<file path="config.mk">
export PLATFORM = sky130hd
export DESIGN_NAME = transformer_core
export DESIGN_NICKNAME = d
export VERILOG_FILES = /design/src/rtl/transformer_core.sv
export SDC_FILE = /design/constraint.sdc
export NUM_CORES = 2
export LEC_CHECK = 0
export ABC_AREA = 1
export BUFFER_PORTS_ARGS = -buffer_cell sky130_fd_sc_hd__buf_2
export CAP_MARGIN = 15
export CORE_ASPECT_RATIO = 1.25
export CORE_UTILIZATION = 25
export CTS_CLUSTER_DIAMETER = 80
export DETAILED_ROUTE_END_ITERATION = 10
export RECOVER_POWER = 25
export SETUP_SLACK_MARGIN = 0.02
export SLEW_MARGIN = 20
export SYNTH_ARGS = -nofsm -noshare
export SYNTH_HDL_FRONTEND = slang
export SYNTH_SLANG_ARGS = --single-unit
</file>
<file path="constraint.sdc">
create_clock -name clk -period 25.7 [get_ports clk]
set_input_delay 3.855 -clock clk [delete_from_list [all_inputs] [get_ports clk]]
set_output_delay 3.855 -clock clk [all_outputs]
set_load 0.005 [all_outputs]
</file>
<file path="src/rtl/transformer_core.sv">
// rtl/transformer_core.sv - single-head scalar transformer encoder layer over a streamed Q8.8 sequence
// Optional feed-forward stage: define TRANSFORMER_FFN_EN.
`timescale 1ns/1ps
module transformer_core #(
   parameter int                 SEQ_LEN   = 30,
   parameter int                 ATT_SHIFT = 5,
   parameter logic signed [15:0] WQ        = 16'sh0100,
   parameter logic signed [15:0] WK        = 16'sh0100,
   parameter logic signed [15:0] WV        = 16'sh0100,
   parameter logic signed [15:0] W1        = 16'sh0100,
   parameter logic signed [15:0] W2        = 16'sh0100
) (
   input  logic        clk,
   input  logic        rst_n,
   input  logic [15:0] data_in,
   input  logic        data_in_valid,
   output logic [15:0] data_out,
   output logic        data_out_valid
);

   localparam int            CW   = (SEQ_LEN > 1) ? $clog2(SEQ_LEN) : 1;
   localparam logic [CW-1:0] LAST = CW'(SEQ_LEN - 1);

   typedef enum logic [1:0] {S_LOAD, S_ACC, S_FFN, S_OUT} state_t;

   state_t             r_state, w_next;
   logic [CW-1:0]      r_n, r_i, r_j;
   logic signed [39:0] r_acc;
   logic signed [15:0] r_x [SEQ_LEN];
   logic signed [15:0] r_k [SEQ_LEN];
   logic signed [15:0] r_v [SEQ_LEN];

   function automatic logic signed [15:0] sat16(input logic signed [47:0] v);
      if (v > 48'sd32767)
         return 16'sh7FFF;
      else if (v < -48'sd32768)
         return 16'sh8000;
      else
         return v[15:0];
   endfunction

   logic signed [15:0] w_din, w_kin, w_vin, w_xi, w_q, w_s, w_r, w_a, w_h, w_f, w_y;
   logic signed [31:0] w_kp, w_vp, w_qp, w_sp, w_rv;
   logic signed [39:0] w_acc_next;

   assign w_din = $signed(data_in);
   assign w_kp  = WK * w_din;
   assign w_vp  = WV * w_din;
   assign w_kin = sat16(48'(w_kp >>> 8));
   assign w_vin = sat16(48'(w_vp >>> 8));

   // Attention score for (i, j); negative scores are clipped before weighting v[j]
   assign w_xi  = r_x[r_i];
   assign w_qp  = WQ * w_xi;
   assign w_q   = sat16(48'(w_qp >>> 8));
   assign w_sp  = w_q * r_k[r_j];
   assign w_s   = sat16(48'(w_sp >>> 8));
   assign w_r   = w_s[15] ? 16'sd0 : w_s;
   assign w_rv  = w_r * r_v[r_j];
   assign w_acc_next = ((r_j == '0) ? 40'sd0 : r_acc) + 40'(w_rv);

   assign w_a   = sat16(48'(r_acc >>> (8 + ATT_SHIFT)));
   assign w_h   = sat16(48'(w_xi) + 48'(w_a));

`ifdef TRANSFORMER_FFN_EN
   logic signed [31:0] w_f1p, w_f2p;
   logic signed [15:0] w_f1, w_f1r;
   assign w_f1p = W1 * w_h;
   assign w_f1  = sat16(48'(w_f1p >>> 8));
   assign w_f1r = w_f1[15] ? 16'sd0 : w_f1;
   assign w_f2p = w_f1r * W2;
   assign w_f   = sat16(48'(w_f2p >>> 8));
`else
   assign w_f   = 16'sd0;
`endif

   assign w_y   = sat16(48'(w_h) + 48'(w_f));

   always_comb begin
      w_next = r_state;
      case (r_state)
         S_LOAD: if (data_in_valid && r_n == LAST) w_next = S_ACC;
         S_ACC:  if (r_j == LAST) w_next = S_FFN;
         S_FFN:  w_next = S_OUT;
         S_OUT:  w_next = (r_i == LAST) ? S_LOAD : S_ACC;
         default: w_next = S_LOAD;
      endcase
   end

   always_ff @(posedge clk or negedge rst_n) begin
      if (!rst_n) begin
         r_state        <= S_LOAD;
         r_n            <= '0;
         r_i            <= '0;
         r_j            <= '0;
         r_acc          <= '0;
         data_out       <= '0;
         data_out_valid <= 1'b0;
      end else begin
         r_state <= w_next;
         case (r_state)
            S_LOAD: begin
               if (data_in_valid)
                  r_n <= (r_n == LAST) ? '0 : r_n + CW'(1);
            end
            S_ACC: begin
               r_acc <= w_acc_next;
               r_j   <= (r_j == LAST) ? '0 : r_j + CW'(1);
            end
            S_FFN: begin
               data_out       <= w_y;
               data_out_valid <= 1'b1;
            end
            S_OUT: begin
               data_out_valid <= 1'b0;
               r_i            <= (r_i == LAST) ? '0 : r_i + CW'(1);
            end
            default: ;
         endcase
      end
   end

   // Token buffers need no reset; they are always rewritten before use
   always_ff @(posedge clk) begin
      if (r_state == S_LOAD && data_in_valid) begin
         r_x[r_n] <= w_din;
         r_k[r_n] <= w_kin;
         r_v[r_n] <= w_vin;
      end
   end

endmodule

</file>
==> results.toml <==
[run_status]
outcome = "finished with violations"
violations = "capacitance limit, slew limit"

[timing]
skew_ns = 0.0577
slew_violations = 741
slew_headroom = -1.21
fin_setup_tns_ns = 0
fin_crit_sh = 0.827
setup_violations = 0
period_needed_ns = 21.26
max_freq_mhz = 47.0
finalHoldViolCount = 0
rsz0062_at_grt = "no"
tightest_slew_ns = 3.31

[setup_path]
path_buf_inv = 15
critPathTopFamily = "adder cells"
path_class = "reg -> reg"
required_ns = 26.28
max_stage_delay_ns = 2.33
slowest_stage = "clkbuf_1"
cp_max_fo = 57
cp-end-kind = "register"
start_kind = "register"
arrival_ns = 21.84

[placement]
portBuffers = 35
finalWeightedCongestion = 0.891
dp_hpwl_microns = 117000
dp.cells = 8957

[global_route]
grt_pass1_vias = 44146
grt_pass1_wl_microns = 269000
grtUsageMet3 = 0.0200
use_met1 = 0.178
grt-ovfl-total = 0
use_met2 = 0.243
antenna_found_initial = 2
gr-max-usage-layer = "met2"
gr-usage-all-layers = 0.141
grt_start_max_net_pins = 183

[synth]
synth_flop_cell = "edfxtp_1"
yosys.area.top_type = "edfxtp_1"
yosysWarnings = 0
synth_top_area_share = 0.467
syn_inst = 5849
synth.most_common_cell = "edfxtp_1"
synth.distinct_cells = 60
synthTopCellsByCount = "960 x edfxtp_1, 838 x nand2_1, 824 x inv_1, 713 x nor2_1, 475 x fa_1"
synthesis.nets = 6591
syn_area_per_cell_sq_um = 10.6
synth_area_leaders = "edfxtp_1 47%, fa_1 15%, nand2_1 5.1%"
synth_edf_count = 960
ys_ff_latch = 1034
netlist_area_sq_um = 61700
synthArstFlopShare = 0.0716
yosysSeqAreaShare = 0.497

[detailed_routing]
num_vias = 43025
drt.antenna.violating_nets = 0
route.detailed.drc = 0
dr.pass1.iters = 7
wl_per_cell_microns = 19.3
totalWireLength_microns = 177000
drtIter0Drc = 4124
vias_per_cell = 4.69

[clock_network]
cts_resized = 0
root_buffer = "clkbuf_16"
htreeDepth = 3
cts_buffer_depth = 3
cts_hold_buf = 0
clkLatencyLatePin_ns = 0.76
numCtsBuffers = 110
cts_tree = "yes"
cts_setup_buffers = 0
clk_transition_reported_paths_ns = 0.06
cts_sinks = 1034

[cells_and_area]
area_growth_pct = 12.3
final_cells = 9165
fin_nets = 6531
fillers = 25315
layout-drive-gt1-share = 0.0620

[floorplan]
rows = 203
coreArea_sq_um = 245000
die_y_microns = 558
ios = 36
die_area_sq_um = 249000
die_w_microns = 447
start_util = 0.252

[pwr]
ir_drop_v = 0.0000634
power_density_nw_per_um2 = 49.8
p_leak_uw = 0.0273

[worst_hold_path]
worstHoldPathType = "reg -> reg"

[flow_run]
drv_cap = 13
## path summary, 6_finish.rpt
check,slack (ns),cells after the start,startpoint,to
setup / recovery,4.44,57,r_i[1],r_acc[31]
hold / removal,0.49,2,r_acc[37],r_acc[37]
setup reg to reg,4.44,57,r_i[1],r_acc[31]
hold reg to reg,0.49,2,r_acc[37],r_acc[37]
max in group asynchronous,20.27,2,rst_n,r_j[0]
min in group asynchronous,3.65,1,rst_n,data_out[1]
## final cells by class
class | instances | area (sq um) | area share
antenna | 1 | 2.50 | 0.0000361
clock buffer | 138 | 2890 | 0.0417
clock inverter | 69 | 714 | 0.0103
inverter | 843 | 3180 | 0.0458
multi-input combinational | 3674 | 26900 | 0.388
sequential | 1034 | 30700 | 0.443
tap | 3280 | 4100 | 0.0592
timing repair buffer | 126 | 843 | 0.0122
## where the power goes
part | internal, uW | switching [uW]
clock network | 887 | 696
logic | 0.863 | 26.4
registers | 1840 | 0
total | 2730 | 722
## flip-flops by register name, summed over array words and instances (netlist names)
signal,flops
r_n,5
r_state,2
r_i,5
r_j,5
data_out,16
r_v,480
r_acc,40
r_x,480
data_out_valid,1
## cells by family after synthesis
family	Yosys count	share of synthesized area
xor gates and xnor gates	71	0.0102
buffers and inverters	1141	0.0717
and+or+nand+nor	1791	0.117
adders and majority gates	723	0.204
AOI/OAI and AO/OA	1089	0.100
DFF	1034	0.497
## per-layer routing
layer	vias up	wire length, microns
met5	-	13
met4	2	6200
met3	337	11600
met2	1560	86500
met1	21753	72700
li1	19373	-
## through the flow
| step | setup WS, ns | cell area, sq um | total power (uW) | hold WS (ns) | util |
|---|---|---|---|---|---|
| floorplan | 12.40 | 61700 | 1880 | 0.453 | - |
| global placement | 7.74 | 65800 | 1900 | 0.468 | 0.268 |
| detailed placement | 7.45 | 65800 | 1900 | 0.478 | 0.268 |
| CTS | 7.40 | 69400 | 3480 | 0.492 | 0.283 |
| global route | 3.44 | 69300 | 3540 | 0.506 | 0.283 |
| finish | 4.44 | 69300 | 3450 | 0.486 | 0.283 |
## cells in the final DEF, fill, tap and decap left out, drive strengths merged, types with 61 or more instances in the layout
master / n
dfrtp: 74
buf: 112
edfxtp: 960
o21ai: 457
nor2: 716
inv: 838
o22ai: 139
nand3: 138
clkbuf: 152
nand2: 864
fa: 475
ha: 248
clkinv: 61
a21oi: 306
## worst register-to-register path, delay by kind of cell (launching register included)
| family | cells | cell delay, ns |
|---|---|---|
| buf+inv | 15 | 6.01 |
| compound gates | 13 | 3.51 |
| flops | 1 | 0.70 |
| fa+ha+maj | 14 | 7.08 |
| simple gates | 15 | 3.79 |
Note: power is estimated with default switching activity, not from simulation.
